`src/rtl/mem_pkg.sv`:
```
// -----------------------------------------------------------------------------
// mem_pkg
// Shared definitions for the MEM stage of the RV32I pipeline.
//   - mem_read_e  : load type encoding carried on ex_memread
//   - mem_write_e : store type encoding carried on ex_memwrite
//   - mem_state_e : MEM stage access FSM states
//   - mem_misaligned() : natural-alignment check for an access, used when
//     MEM_MISALIGN_TRAP_EN is defined
// -----------------------------------------------------------------------------
package mem_pkg;

  typedef enum logic [2:0] {
    MR_NONE = 3'b000,
    MR_LB   = 3'b001,
    MR_LH   = 3'b010,
    MR_LW   = 3'b011,
    MR_LBU  = 3'b100,
    MR_LHU  = 3'b101
  } mem_read_e;

  typedef enum logic [1:0] {
    MW_NONE = 2'b00,
    MW_SB   = 2'b01,
    MW_SH   = 2'b10,
    MW_SW   = 2'b11
  } mem_write_e;

  typedef enum logic {
    IDLE = 1'b0,
    BUSY = 1'b1
  } mem_state_e;

  // True when the access is not naturally aligned. A store type wins over a
  // load type because an instruction carrying both is executed as a store.
  function automatic logic mem_misaligned(input logic [1:0] addr_lo,
                                          input logic [2:0] mr,
                                          input logic [1:0] mw);
    logic bad;
    bad = 1'b0;
    if (mw != MW_NONE) begin
      if (mw == MW_SH) bad = addr_lo[0];
      if (mw == MW_SW) bad = (addr_lo != 2'b00);
    end else begin
      if (mr == MR_LH || mr == MR_LHU) bad = addr_lo[0];
      if (mr == MR_LW)                 bad = (addr_lo != 2'b00);
    end
    return bad;
  endfunction

endpackage

```
`src/rtl/mem_align.sv`:
```
// -----------------------------------------------------------------------------
// mem_align
// Purely combinational lane logic for the MEM stage.
//   Store side: replicates store data onto every lane the access may hit and
//   produces the byte enables for the addressed lanes.
//   Load side: picks the addressed byte/half out of the returned word and
//   sign- or zero-extends it to 32 bits.
// Ports
//   st_addr_lo [1:0]  in   low address bits of the store
//   st_type    [1:0]  in   store type (mem_write_e encoding)
//   st_data    [31:0] in   raw store data (rs2)
//   st_be      [3:0]  out  byte enables (0000 when st_type is NONE)
//   st_lanes   [31:0] out  lane-steered store data
//   ld_addr_lo [1:0]  in   low address bits of the load
//   ld_type    [2:0]  in   load type (mem_read_e encoding)
//   ld_word    [31:0] in   word returned by D-Mem
//   ld_data    [31:0] out  extracted and extended load value
// -----------------------------------------------------------------------------
module mem_align
  import mem_pkg::*;
(
  input  logic [1:0]  st_addr_lo,
  input  logic [1:0]  st_type,
  input  logic [31:0] st_data,
  output logic [3:0]  st_be,
  output logic [31:0] st_lanes,
  input  logic [1:0]  ld_addr_lo,
  input  logic [2:0]  ld_type,
  input  logic [31:0] ld_word,
  output logic [31:0] ld_data
);

  logic [7:0]  ld_byte;
  logic [15:0] ld_half;

  // Store steering: data is replicated so the memory only needs the enables.
  always_comb begin
    st_be    = 4'b0000;
    st_lanes = st_data;
    case (st_type)
      MW_SB: begin
        st_be    = 4'b0001 << st_addr_lo;
        st_lanes = {4{st_data[7:0]}};
      end
      MW_SH: begin
        st_be    = st_addr_lo[1] ? 4'b1100 : 4'b0011;
        st_lanes = {2{st_data[15:0]}};
      end
      MW_SW: begin
        st_be    = 4'b1111;
        st_lanes = st_data;
      end
      default: begin
        st_be    = 4'b0000;
        st_lanes = st_data;
      end
    endcase
  end

  // Load extraction: bit 0 is ignored for halves, both bits for words.
  always_comb begin
    ld_byte = ld_word[7:0];
    case (ld_addr_lo)
      2'b00:   ld_byte = ld_word[7:0];
      2'b01:   ld_byte = ld_word[15:8];
      2'b10:   ld_byte = ld_word[23:16];
      default: ld_byte = ld_word[31:24];
    endcase
    ld_half = ld_addr_lo[1] ? ld_word[31:16] : ld_word[15:0];

    ld_data = ld_word;
    case (ld_type)
      MR_LB:   ld_data = {{24{ld_byte[7]}}, ld_byte};
      MR_LH:   ld_data = {{16{ld_half[15]}}, ld_half};
      MR_LW:   ld_data = ld_word;
      MR_LBU:  ld_data = {24'h0, ld_byte};
      MR_LHU:  ld_data = {16'h0, ld_half};
      default: ld_data = ld_word;
    endcase
  end

endmodule

```
`src/rtl/mem_stage.sv`:
```
// -----------------------------------------------------------------------------
// mem_stage
// MEM stage of the 5-stage RV32I pipeline. Takes the EX/MEM register contents,
// runs loads/stores against D-Mem and drives the registered MEM/WB slot.
//
// Optional build macro: MEM_MISALIGN_TRAP_EN
//   defined   : misaligned LH/LHU/SH/LW/SW never reach D-Mem; bus_err pulses
//               the cycle after detection and MEM/WB bubbles.
//   undefined : low address bits are simply ignored for alignment.
//
// Parameters
//   TIMEOUT_CYC  BUSY cycles to wait for dm_ready before a bus error (0 = never)
// Ports
//   clk, rst                  clock, synchronous active-high reset
//   ex_valid .. ex_memtoreg   EX/MEM register contents
//   mem_stall          out    hold upstream registers; ex_* stay stable while high
//   dm_req/we/addr/be/wdata   D-Mem request
//   dm_ready, dm_rdata  in    D-Mem completion and load word
//   wb_valid/rd/regwrite/data MEM/WB register
//   bus_err            out    one-cycle pulse on timeout or misaligned trap
//   dbg_state          out    current FSM state
//
// D-Mem handshake: dm_req is held high with all dm_* request fields stable
// from the first BUSY cycle until the cycle in which dm_ready is high. The
// request completes in exactly that cycle and dm_rdata is sampled in it;
// dm_ready while dm_req is low is ignored.
// -----------------------------------------------------------------------------
module mem_stage
  import mem_pkg::*;
#(
  parameter int unsigned TIMEOUT_CYC = 255
) (
  input  logic        clk,
  input  logic        rst,
  input  logic        ex_valid,
  input  logic [31:0] ex_aluout,
  input  logic [31:0] ex_wdata,
  input  logic [2:0]  ex_memread,
  input  logic [1:0]  ex_memwrite,
  input  logic [4:0]  ex_rd,
  input  logic        ex_regwrite,
  input  logic        ex_memtoreg,
  output logic        mem_stall,
  output logic        dm_req,
  output logic        dm_we,
  output logic [31:0] dm_addr,
  output logic [3:0]  dm_be,
  output logic [31:0] dm_wdata,
  input  logic        dm_ready,
  input  logic [31:0] dm_rdata,
  output logic        wb_valid,
  output logic [4:0]  wb_rd,
  output logic        wb_regwrite,
  output logic [31:0] wb_data,
  output logic        bus_err,
  output mem_state_e  dbg_state
);

  localparam int CW = (TIMEOUT_CYC < 2) ? 1 : $clog2(TIMEOUT_CYC + 1);
  localparam logic [CW-1:0] TO_LAST =
    CW'((TIMEOUT_CYC == 0) ? 0 : (TIMEOUT_CYC - 1));

  mem_state_e    state_q;
  logic [CW-1:0] cnt_q;
  logic [31:0]   addr_q;
  logic [3:0]    be_q;
  logic [31:0]   wdata_q;
  logic          we_q;
  logic [2:0]    ld_type_q;
  logic [4:0]    rd_q;
  logic          regwrite_q;
  logic          memtoreg_q;

  logic        is_store;
  logic        is_load;
  logic        memop;
  logic        trap;
  logic        timeout_hit;
  logic [3:0]  st_be;
  logic [31:0] st_lanes;
  logic [31:0] ld_data;

  assign is_store = (ex_memwrite != MW_NONE);
  assign is_load  = (ex_memread != MR_NONE);
  assign memop    = ex_valid & (is_store | is_load);

`ifdef MEM_MISALIGN_TRAP_EN
  assign trap = memop & mem_misaligned(ex_aluout[1:0], ex_memread, ex_memwrite);
`else
  assign trap = 1'b0;
`endif

  // The counter value is the number of BUSY cycles already completed, so the
  // last permitted cycle is the one where it equals TIMEOUT_CYC-1.
  assign timeout_hit = (TIMEOUT_CYC != 0) && (cnt_q == TO_LAST);

  mem_align u_align (
    .st_addr_lo (ex_aluout[1:0]),
    .st_type    (ex_memwrite),
    .st_data    (ex_wdata),
    .st_be      (st_be),
    .st_lanes   (st_lanes),
    .ld_addr_lo (addr_q[1:0]),
    .ld_type    (ld_type_q),
    .ld_word    (dm_rdata),
    .ld_data    (ld_data)
  );

  // A fault (timeout or trap) leaves the faulting instruction held in EX/MEM
  // because mem_stall was high in the cycle that raised it. While bus_err is
  // high that held instruction is dropped: no stall, no issue, bubble in WB.
  assign mem_stall = ~bus_err &
                     (((state_q == IDLE) & memop) |
                      ((state_q == BUSY) & ~dm_ready));

  assign dm_req    = (state_q == BUSY);
  assign dm_we     = we_q;
  assign dm_addr   = {addr_q[31:2], 2'b00};
  assign dm_be     = be_q;
  assign dm_wdata  = wdata_q;
  assign dbg_state = state_q;

  always_ff @(posedge clk) begin
    if (rst) begin
      state_q     <= IDLE;
      cnt_q       <= '0;
      addr_q      <= '0;
      be_q        <= '0;
      wdata_q     <= '0;
      we_q        <= 1'b0;
      ld_type_q   <= MR_NONE;
      rd_q        <= '0;
      regwrite_q  <= 1'b0;
      memtoreg_q  <= 1'b0;
      wb_valid    <= 1'b0;
      wb_rd       <= '0;
      wb_regwrite <= 1'b0;
      wb_data     <= '0;
      bus_err     <= 1'b0;
    end else begin
      bus_err <= 1'b0;
      case (state_q)
        IDLE: begin
          if (bus_err) begin
            wb_valid    <= 1'b0;
            wb_regwrite <= 1'b0;
          end else if (trap) begin
            bus_err     <= 1'b1;
            wb_valid    <= 1'b0;
            wb_regwrite <= 1'b0;
          end else if (memop) begin
            addr_q      <= ex_aluout;
            be_q        <= is_store ? st_be : 4'b1111;
            wdata_q     <= st_lanes;
            we_q        <= is_store;
            ld_type_q   <= ex_memread;
            rd_q        <= ex_rd;
            regwrite_q  <= ex_regwrite;
            memtoreg_q  <= ex_memtoreg;
            cnt_q       <= '0;
            state_q     <= BUSY;
            wb_valid    <= 1'b0;
            wb_regwrite <= 1'b0;
          end else begin
            wb_valid    <= ex_valid;
            wb_rd       <= ex_rd;
            wb_regwrite <= ex_regwrite & ex_valid;
            wb_data     <= ex_aluout;
          end
        end
        BUSY: begin
          // Completion takes priority over a timeout landing in the same cycle.
          if (dm_ready) begin
            wb_valid    <= 1'b1;
            wb_rd       <= rd_q;
            wb_regwrite <= regwrite_q & ~we_q;
            wb_data     <= (~we_q & memtoreg_q) ? ld_data : addr_q;
            state_q     <= IDLE;
          end else if (timeout_hit) begin
            bus_err     <= 1'b1;
            wb_valid    <= 1'b0;
            wb_regwrite <= 1'b0;
            state_q     <= IDLE;
          end else begin
            wb_valid    <= 1'b0;
            wb_regwrite <= 1'b0;
            if (TIMEOUT_CYC != 0) cnt_q <= cnt_q + CW'(1);
          end
        end
        default: state_q <= IDLE;
      endcase
    end
  end

endmodule
```
`config.mk`:
```
export PLATFORM = sky130hd
export DESIGN_NAME = mem_stage
export DESIGN_NICKNAME = d
export VERILOG_FILES = /design/src/rtl/mem_pkg.sv /design/src/rtl/mem_align.sv /design/src/rtl/mem_stage.sv
export SDC_FILE = /design/constraint.sdc
export NUM_CORES = 1
export LEC_CHECK = 0
export CORE_UTILIZATION = 50
export DETAILED_ROUTE_END_ITERATION = 10
export DONT_BUFFER_PORTS = 1
export GPL_TIMING_DRIVEN = 0
export PLACE_DENSITY = 0.78
export SLEW_MARGIN = 20
export SYNTH_ARGS = -nofsm -noshare
export SYNTH_HDL_FRONTEND = slang
export SYNTH_SLANG_ARGS = --single-unit
```
`constraint.sdc`:
```
create_clock -name clk -period 1.9 [get_ports clk]
set_input_delay 0.19 -clock clk [delete_from_list [all_inputs] [get_ports clk]]
set_output_delay 0.19 -clock clk [all_outputs]
set_load 0.01 [all_outputs]
```
==> flow_summary.toml <==
[outcome]
outcome = "complete, but fails checks"
violations = "negative setup slack"

[drt]
wl_um = 25100
drcViolationCount = 0
wl_per_cell_um = 22.6
drtIter0Drc = 766
ant_nets = 0
dr.pass1.iters = 8
viasPerCell = 6.41
vias = 7114

[clock_network]
htree_levels = 4
cts_made_buffers = 17
clock_path_buffers = 2
clk_latency_ns = 0.43
clk_pin_slew_ns = 0.06
cts_tree = "built"
root_buffer = "clkbuf_16"
clock_sinks = 128

[pwr]
p_leak_nw = 3.16
vdd_ir_drop_max_mv = 0.692
p_per_area_nw_per_um2 = 968
finalPower_mw = 8.34

[floorplan]
coreArea_um2 = 13200
ios = 224
fp.dieArea_um2 = 14000
die_h_um = 118
start_util = 0.512
num_rows = 42
fp.dieW_um = 118

[worst_hold_path]
worstHoldStart = "dm_rdata[20]"
holdPathStages = 2
min_path_type = "in -> reg"

[yosys]
synth.distinct_cells = 56
syn_inst = 834
syn_area_per_cell_um2 = 8.09
netlist_area_um2 = 6750
synthFlopType = "dfxtp_1"
synth_edf_count = 0
synth_seq_area_share = 0.380
synth_seq_cells = 128
synth.yosys.warnings = 0
async_reset_ff_frac = 0

[final_layout]
syn2layout_area_growth_pct = 27.8
layout-drive-gt1-share = 0.170
finalNonFillerCells = 1110
fin_util = 0.654
nets = 1039
final_cell_mix = "156 x nand2_1, 125 x dfxtp_1, 85 x a21oi_1"
layout_commonest_cell = "nand2_1"
n_antenna_cell = 0

[setup_path]
cp.arrival_ns = 2.27
crit_family = "buffers and inverters"
required_ns = 2.23
worstSetupStartpointType = "register"
startpoint = "dm_we"
crit_chain = "nor2b_1 -> buf_2 -> clkbuf_1 -> o21ai_0 -> o2bb2ai_1 -> o41ai_2"
worstPathMaxFanout = 10
crit_buf_inv = 2
crit_path_end_kind = "register"
r2r_cells = 6
slowest_delay_ns = 0.40
critPathSlowestCell = "dfxtp_1"
cp.depth = 6
critPathKind = "reg -> reg"
rr_startpoint = "dm_we"

[grt]
grt_pass1_vias = 6858
grt_pass1_wl_um = 38200
grt-ovfl-total = 0
grt_max_degree = 17
antenna_found_initial = 0
grt_use_total = 0.354

[place]
hpwl_um = 16700
portBuffers = 0
dp.cells = 1011
place.gp.congestion = 0.948

[flow_run]
maxCapViolCount = 0

[sta]
final_hold_viol_count = 0
finalClockSkew_ns = 0.00602
final-max-slew-violation-count = 0
worst_pin_slew_ns = 0.752
finalSetupViolations = 8
hold_ws_ns = 0.00382
rsz0062_at_grt = "true"
period_needed_ns = 1.94
fin_ws_ns = -0.0424
max_slew_margin = 0.499
fin_crit_sh = 1.02
fmax_ghz = 0.515
## report_power, final
part | leakage [nW] | total (mW) | switching, mW | internal (mW)
Clock | 0.316 | 3.82 | 1.32 | 2.50
Sequential | 1.05 | 3.11 | 0.230 | 2.88
Combinational | 1.80 | 1.42 | 0.815 | 0.603
Total | 3.16 | 8.34 | 2.36 | 5.98
## worst register-to-register path, stage by stage (launching register included)
cell	delay (ns)
dfxtp_1	0.40
nor2b_1	0.13
buf_2	0.27
clkbuf_1	0.40
o21ai_0	0.19
o2bb2ai_1	0.19
o41ai_2	0.28
## per-stage QoR
step	instance area [µm²]	setup slack, ns	setup TNS, ns
after global routing	8620	-0.0923	-1.21
after detailed placement	7010	-0.555	-45.02
final	8620	-0.0424	-0.207
after CTS	8470	0.00370	0
after floorplan	6790	-0.0677	-0.645
after global placement	7010	-0.530	-39.33
## worst paths after layout
path                 end  slack, ns
max          wb_data[12]      -0.04
min          wb_data[20]      0.004
max reg2reg  wb_data[12]      -0.04
min reg2reg      rd_q[0]       0.46
## state kept, by name, indices dropped and copies added (netlist names), 3 cells and up
name and count:
dm_be 4, addr_q 32, ld_type_q 3, cnt_q 8
rd_q 5, dm_wdata 32, wb_data 32, wb_rd 5
## metal layers
metal | vias to the layer above | routed length [µm] | GRT usage
met5 | - | 0 | 0
met4 | 0 | 1330 | 0.182
met1 | 3325 | 9430 | 0.428
met3 | 118 | 2920 | 0.108
li1 | 3144 | - | -
met2 | 527 | 11400 | 0.568
## cell families after synthesis
| kind of cell | Yosys count | synth area share |
|---|---|---|
| other | 1 | 0.000556 |
| AO/OA/AOI/OAI | 264 | 0.264 |
| buffers and inverters | 109 | 0.0845 |
| adder cells (fa/ha/maj) | 6 | 0.0111 |
| XOR/XNOR | 8 | 0.0104 |
| AND/OR/NAND/NOR | 295 | 0.200 |
| flip-flops | 128 | 0.380 |
| multiplexers | 23 | 0.0491 |
## cell usage after synthesis, types with 5 or more instances
cell	instances	area (µm²)
ha_1	6	75.1
o21ai_0	40	200
nor3_1	10	50.1
nor4_1	6	37.5
inv_1	7	26.3
nor3b_1	11	82.6
o41ai_2	5	81.3
a211oi_1	8	60.1
a21boi_0	7	52.6
mux4_2	8	180
dfxtp_1	128	2560
buf_4	34	255
nand2_1	156	586
a22oi_1	10	75.1
xor2_1	5	43.8
o21a_1	17	128
buf_2	9	45.0
a221oi_1	24	210
o221ai_1	9	78.8
a21oi_1	90	450
o2bb2ai_1	7	61.3
buf_1	6	22.5
a311oi_1	7	61.3
clkbuf_1	50	188
nor2_1	61	229
o211ai_1	17	128
nor2b_1	19	119
mux2i_1	14	140
nand3b_1	10	75.1
a21o_1	6	45.0
o32a_1	7	70.1
## area by class of cell
class | count | area, µm²
fillers | 1048 | 4570
multi-input cells | 599 | 3810
flip-flops and latches | 128 | 2570
repair buffers | 69 | 676
plain buffers | 99 | 624
clock buffers | 19 | 443
clock inverters | 13 | 233
well taps | 176 | 220
inverters | 7 | 43.8
## what timing repair did
action / CTS / global route
endpoints found under the setup margin: 126 / 110
setup buffers: 2 / 4
gates resized for setup: 49 / 47
hold buffers: 63 / 0
endpoints found under the hold margin: 82 / 0
gates cloned: 0 / 1
pin swaps: 2 / 3
Power figures use the tool's default switching activity.
